File: src/rtl/clk_div_pkg.sv
// Shared types and helpers for the two-channel runtime-programmable clock divider.
package clk_div_pkg;

    localparam int unsigned DEF_CNT_W = 8;

    typedef enum logic {
        EMPTY   = 1'b0,
        PENDING = 1'b1
    } cfg_state_e;

    typedef struct packed {
        logic                 ch;
        logic [DEF_CNT_W-1:0] div;
        logic                 en;
    } cfg_req_t;

    // A ratio below 2 cannot produce a period with both a high and a low phase.
    function automatic logic div_legal(input logic [31:0] d);
        return d >= 32'd2;
    endfunction

endpackage

File: src/rtl/clk_div_chan.sv
// One divider channel: period counter, ratio/enable registers and registered output decode.
module clk_div_chan
    import clk_div_pkg::*;
#(
    parameter int unsigned      CNT_W   = DEF_CNT_W,
    parameter logic [CNT_W-1:0] RST_DIV = CNT_W'(51),
    parameter logic             RST_EN  = 1'b1
) (
    input  logic             clk_50MHz,
    input  logic             rst_n,
    input  logic             apply,
    input  logic [CNT_W-1:0] new_div,
    input  logic             new_en,
    output logic             en,
    output logic             boundary,
    output logic             div_out,
    output logic             tick
);

    logic [CNT_W-1:0] cnt_q, cnt_d;
    logic [CNT_W-1:0] div_q, div_d;
    logic             en_q, en_d;
    logic             div_out_q, tick_q;
    logic [CNT_W-1:0] last;
    logic [CNT_W-1:0] half;

    assign last     = div_q - 1'b1;
    assign half     = div_q >> 1;
    assign boundary = en_q && (cnt_q == last);
    assign en       = en_q;
    assign div_out  = div_out_q;
    assign tick     = tick_q;

    always_comb begin
        cnt_d = cnt_q;
        div_d = div_q;
        en_d  = en_q;
        if (apply) begin
            cnt_d = '0;
            en_d  = new_en;
            // A disable request may carry a junk ratio; keep the old one then.
            if (div_legal(32'(new_div))) begin
                div_d = new_div;
            end
        end else if (en_q) begin
            cnt_d = boundary ? '0 : cnt_q + 1'b1;
        end else begin
            cnt_d = '0;
        end
    end

    always_ff @(posedge clk_50MHz or negedge rst_n) begin
        if (!rst_n) begin
            cnt_q     <= '0;
            div_q     <= RST_DIV;
            en_q      <= RST_EN;
            div_out_q <= 1'b0;
            tick_q    <= 1'b0;
        end else begin
            cnt_q     <= cnt_d;
            div_q     <= div_d;
            en_q      <= en_d;
            div_out_q <= en_q && (cnt_q < half);
            tick_q    <= boundary;
        end
    end

endmodule

File: src/rtl/clk_div_ctrl.sv
// Two-channel clock divider controller: config handshake, single pending slot, sticky error.
module clk_div_ctrl
    import clk_div_pkg::*;
#(
    parameter int unsigned      CNT_W    = DEF_CNT_W,
    parameter logic [CNT_W-1:0] RST_DIV0 = CNT_W'(51),
    parameter logic [CNT_W-1:0] RST_DIV1 = CNT_W'(13),
    parameter logic [1:0]       RST_EN   = 2'b11
) (
    input  logic             clk_50MHz,
    input  logic             rst_n,
    input  logic             cfg_valid,
    output logic             cfg_ready,
    input  logic             cfg_ch,
    input  logic [CNT_W-1:0] cfg_div,
    input  logic             cfg_en,
    input  logic             err_clr,
    output logic [1:0]       div_out,
    output logic [1:0]       tick,
    output logic             pend,
    output logic             err
);

    typedef struct packed {
        logic             ch;
        logic [CNT_W-1:0] div;
        logic             en;
    } slot_t;

    cfg_state_e state_q, state_d;
    slot_t      slot_q, slot_d;
    logic       err_q, err_d;

    logic [1:0] ch_en;
    logic [1:0] ch_bnd;
    logic [1:0] apply;
    logic       accept;
    logic       illegal;
    logic       tgt_ready;
    logic       do_apply;

    assign cfg_ready = (state_q == EMPTY);
    assign pend      = (state_q == PENDING);
    assign err       = err_q;

    always_comb begin
        accept    = cfg_valid && cfg_ready;
        illegal   = cfg_en && !div_legal(32'(cfg_div));
        // A disabled target has no boundary to wait for, so it applies at once.
        tgt_ready = ch_bnd[slot_q.ch] || !ch_en[slot_q.ch];
        do_apply  = (state_q == PENDING) && tgt_ready;
        apply     = {do_apply && slot_q.ch, do_apply && !slot_q.ch};

        state_d = state_q;
        slot_d  = slot_q;
        case (state_q)
            EMPTY: begin
                if (accept && !illegal) begin
                    slot_d.ch  = cfg_ch;
                    slot_d.div = cfg_div;
                    slot_d.en  = cfg_en;
                    state_d    = PENDING;
                end
            end
            PENDING: begin
                if (tgt_ready) begin
                    state_d = EMPTY;
                end
            end
            default: state_d = EMPTY;
        endcase

        if (accept && illegal) begin
            err_d = 1'b1;
        end else if (err_clr) begin
            err_d = 1'b0;
        end else begin
            err_d = err_q;
        end
    end

    always_ff @(posedge clk_50MHz or negedge rst_n) begin
        if (!rst_n) begin
            state_q <= EMPTY;
            slot_q  <= '0;
            err_q   <= 1'b0;
        end else begin
            state_q <= state_d;
            slot_q  <= slot_d;
            err_q   <= err_d;
        end
    end

    clk_div_chan #(
        .CNT_W   (CNT_W),
        .RST_DIV (RST_DIV0),
        .RST_EN  (RST_EN[0])
    ) u_chan0 (
        .clk_50MHz (clk_50MHz),
        .rst_n     (rst_n),
        .apply     (apply[0]),
        .new_div   (slot_q.div),
        .new_en    (slot_q.en),
        .en        (ch_en[0]),
        .boundary  (ch_bnd[0]),
        .div_out   (div_out[0]),
        .tick      (tick[0])
    );

    clk_div_chan #(
        .CNT_W   (CNT_W),
        .RST_DIV (RST_DIV1),
        .RST_EN  (RST_EN[1])
    ) u_chan1 (
        .clk_50MHz (clk_50MHz),
        .rst_n     (rst_n),
        .apply     (apply[1]),
        .new_div   (slot_q.div),
        .new_en    (slot_q.en),
        .en        (ch_en[1]),
        .boundary  (ch_bnd[1]),
        .div_out   (div_out[1]),
        .tick      (tick[1])
    );

endmodule

File: config.mk
export PLATFORM = sky130hd
export DESIGN_NAME = clk_div_ctrl
export DESIGN_NICKNAME = d
export VERILOG_FILES = /design/src/rtl/clk_div_pkg.sv /design/src/rtl/clk_div_chan.sv /design/src/rtl/clk_div_ctrl.sv
export SDC_FILE = /design/constraint.sdc
export NUM_CORES = 1
export LEC_CHECK = 0
export CORE_ASPECT_RATIO = 1.5
export CORE_MARGIN = 2
export CORE_UTILIZATION = 53
export DETAILED_ROUTE_END_ITERATION = 10
export PLACE_DENSITY = 0.76
export SLEW_MARGIN = 10
export SYNTH_ARGS = -nofsm -noshare
export SYNTH_HDL_FRONTEND = slang
export SYNTH_HIERARCHICAL = 1
export SYNTH_SLANG_ARGS = --single-unit
File: constraint.sdc
create_clock -name clk_50MHz -period 2.8 [get_ports clk_50MHz]
set_input_delay 0.28 -clock clk_50MHz [delete_from_list [all_inputs] [get_ports clk_50MHz]]
set_output_delay 0.28 -clock clk_50MHz [all_outputs]
set_load 0.03 [all_outputs]
==> reports/qor.yml <==
run_status:
  status: "completed"
layout:
  nNetsFinal: 375
  drive_above_1_share_pct: 17.1
  post-route-util_pct: 64.2
  n_antenna_cell: 0
  final_cell_area_sq_um: 3500
  syn2layout_area_growth_pct: 16.5
detailed_routing:
  drt_iter0_drc: 139
  post_drt_wl_per_cell_um: 15.9
  drtAntennaViolNets: 0
  drt_pass1_iterations: 5
  num_vias: 2278
  drt-total-wl_um: 6600
  drc: 0
  routed_via_density: 5.48
clocking:
  clk_pin_slew_ns: 0.09
  clockBufferDepth: 2
  numCtsBuffers: 5
  cts_sinks: 50
  root_buffer: "clkbuf_8"
  htreeDepth: 2
  cts_tree: "built"
  clk_latency_ns: 0.31
synthesis:
  synthTopCellsByArea: "dfrtp_1 (34%), dfstp_2 (7.9%), nand2_1 (7.4%)"
  synth_top_area_share_pct: 34.2
  yosys_warnings: 6
  synthCells: 307
  synth_edf_count: 0
  synth_ff_type: "dfrtp_1"
  synthMuxAreaShare_pct: 6.21
  yosysSeqAreaShare_pct: 42.1
  yosysUniqueCellTypes: 38
  yosys.area_share.adder_pct: 6.67
  synth_top_family_by_area: "simple AND/OR/NAND/NOR gates"
  synth_compound_area_share_pct: 12.6
  ys_ff_latch: 50
  async_flop_share_pct: 100
  yosys.area.top_type: "dfrtp_1"
  syn_area_per_cell_sq_um: 9.78
  syn_nets: 337
  yosysMostFrequentCell: "nand2_1"
  synthTopCellsByCount: "nand2_1 (59), dfrtp_1 (41), inv_1 (22)"
  synthesis.area_sq_um: 3000
  yosys.area_share.xor_xnor_pct: 9.34
  synth-simple-area-share_pct: 18.8
sta:
  slew_violations: 0
  fmax_mhz: 366
  fin_tns_setup_ns: 0
  setup_viol: 0
  min_period_ns: 2.73
  hold_viol: 0
  skew_ns: 0.00706
  max_slew_margin_pct: 60.9
  period_share_pct: 97.6
  holdWs_ns: 0.431
  tightest_slew_ns: 0.584
power_and_ir_drop:
  p_per_area_nw_per_um2: 1010
  vdd_drop_max_v: 0.000460
  p_leak_nw: 1.67
setup_path:
  path_max_fanout: 8
  slowest_delay_ns: 0.54
  critical_path_buf_inv_count: 2
  cp_cell_sequence: "inv_1 -> ha_2 -> xor2_1 -> nand3_1 -> a2111oi_4 -> and3_1 -> nand2b_1 -> nor3b_2 -> buf_4 -> o41ai_4 -> mux2_4"
  path_class: "reg -> reg"
  cp.required_ns: 3.04
  endpoint_kind: "flip-flop"
  path_delay_family: "simple AND/OR/NAND/NOR gates"
  critPathSlowestCell: "dfstp_2"
  start_kind: "flip-flop"
  critPathArrivalTime_ns: 2.97
die:
  start_util_pct: 55.1
  io_pins: 21
  rows: 33
  die_w_um: 65.4
  die_area_sq_um: 6290
  core_area_sq_um: 5450
  dieHeight_um: 96.2
grt:
  grt_max_degree: 33
  grt_pass1_wl_um: 11100
  antenna_found_initial: 0
  grt_use_total_pct: 23.3
  overflow: 0
  grt_pass1_vias: 2369
place:
  dpl_cell_area_sq_um: 3350
  io_buffers: 20
  gp_congestion: 0.879
  post-dp-hpwl_um: 5020
hold_path:
  hp-class: "in -> async"
flow_run:
  drv_cap: 0
[worst paths after layout]
kind	slack, ns	to	from	cells past startpoint
hold reg to reg	0.50	u_chan0/div_q[4]	u_chan0/div_q[4]	2
min in group clk_50MHz	0.50	u_chan0/div_q[4]	u_chan0/div_q[4]	2
max in group asynchronous	1.57	u_chan0/div_q[1]	rst_n	3
setup / recovery	0.07	u_chan0/div_q[0]	u_chan0/div_q[1]	11
setup reg to reg	0.07	u_chan0/div_q[0]	u_chan0/div_q[1]	11
hold / removal	0.43	u_chan1/div_out	rst_n	2
[flip-flops by register name, summed over array words and instances, names as in the netlist]
register / count
err: 1
pend: 1
slot_q: 10
u_chan0/cnt_q: 8
u_chan0/div_out: 1
u_chan0/div_q: 8
u_chan0/en: 1
u_chan0/tick: 1
u_chan1/cnt_q: 8
u_chan1/div_out: 1
u_chan1/div_q: 8
u_chan1/en: 1
u_chan1/tick: 1
[where the power goes]
part | switching, mW | internal [mW]
sequential | 0.351 | 1.01
clock | 0.247 | 0.176
combinational | 0.913 | 0.835
[area by class of cell]
class,instances,area [sq um]
fillers,450,1950
multi-input cells,226,1630
flip-flops and latches,50,1260
repair buffers,40,348
well taps,70,87.6
inverters,22,82.6
clock buffers,5,68.8
clock inverters,3,21.3
[per-stage QoR]
step,std cells,setup slack [ns],power [mW]
5_1_grt,416,-0.0486,3.79
3_5_place_dp,403,0.0339,3.06
6_report,416,0.0681,3.53
2_1_floorplan,307,-0.0163,2.52
4_1_cts,412,0.0165,3.49
3_3_place_gp,403,0.0484,3.01
[placed cells by master (no fill, tap or decap), drive strengths merged, types with 6 or more instances in the layout]
cell	netlist	layout
nand2	59	59
dfrtp	41	41
inv	22	22
a21oi	21	21
xnor2	20	20
buf	3	20
clkdlybuf4s50	0	19
ha	16	16
xor2	12	12
nand3	12	12
mux2	12	12
nand2b	11	11
dfstp	9	9
and3	7	7
nor3	6	6
nor2	6	6
o21ai	6	6
[metal layers]
layer / up-vias / part of all wire, % / GRT usage [%] / wire length [um]
li1: 1126 / - / - / -
met5: - / 0 / 0 / 0
met3: 15 / 2.3 / 3.39 / 149
met1: 1104 / 40 / 25.0 / 2610
met2: 33 / 55 / 43.7 / 3600
met4: 0 / 3.6 / 12.0 / 236
[logic make-up after synthesis]
logic type / after synthesis
AOI/OAI and AO/OA: 49
xor gates and xnor gates: 32
muxes: 13
DFF: 50
adders and majority gates: 16
buffers and inverters: 31
and+or+nand+nor: 116
[timing repair]
item,4_1_cts,5_1_grt
buffers inserted,0,4
hold endpoints to repair,17,0
resized for setup,0,5
hold buffers,1,0
setup endpoints to repair,0,22
No activity file was read; power rests on OpenSTA's default activity.
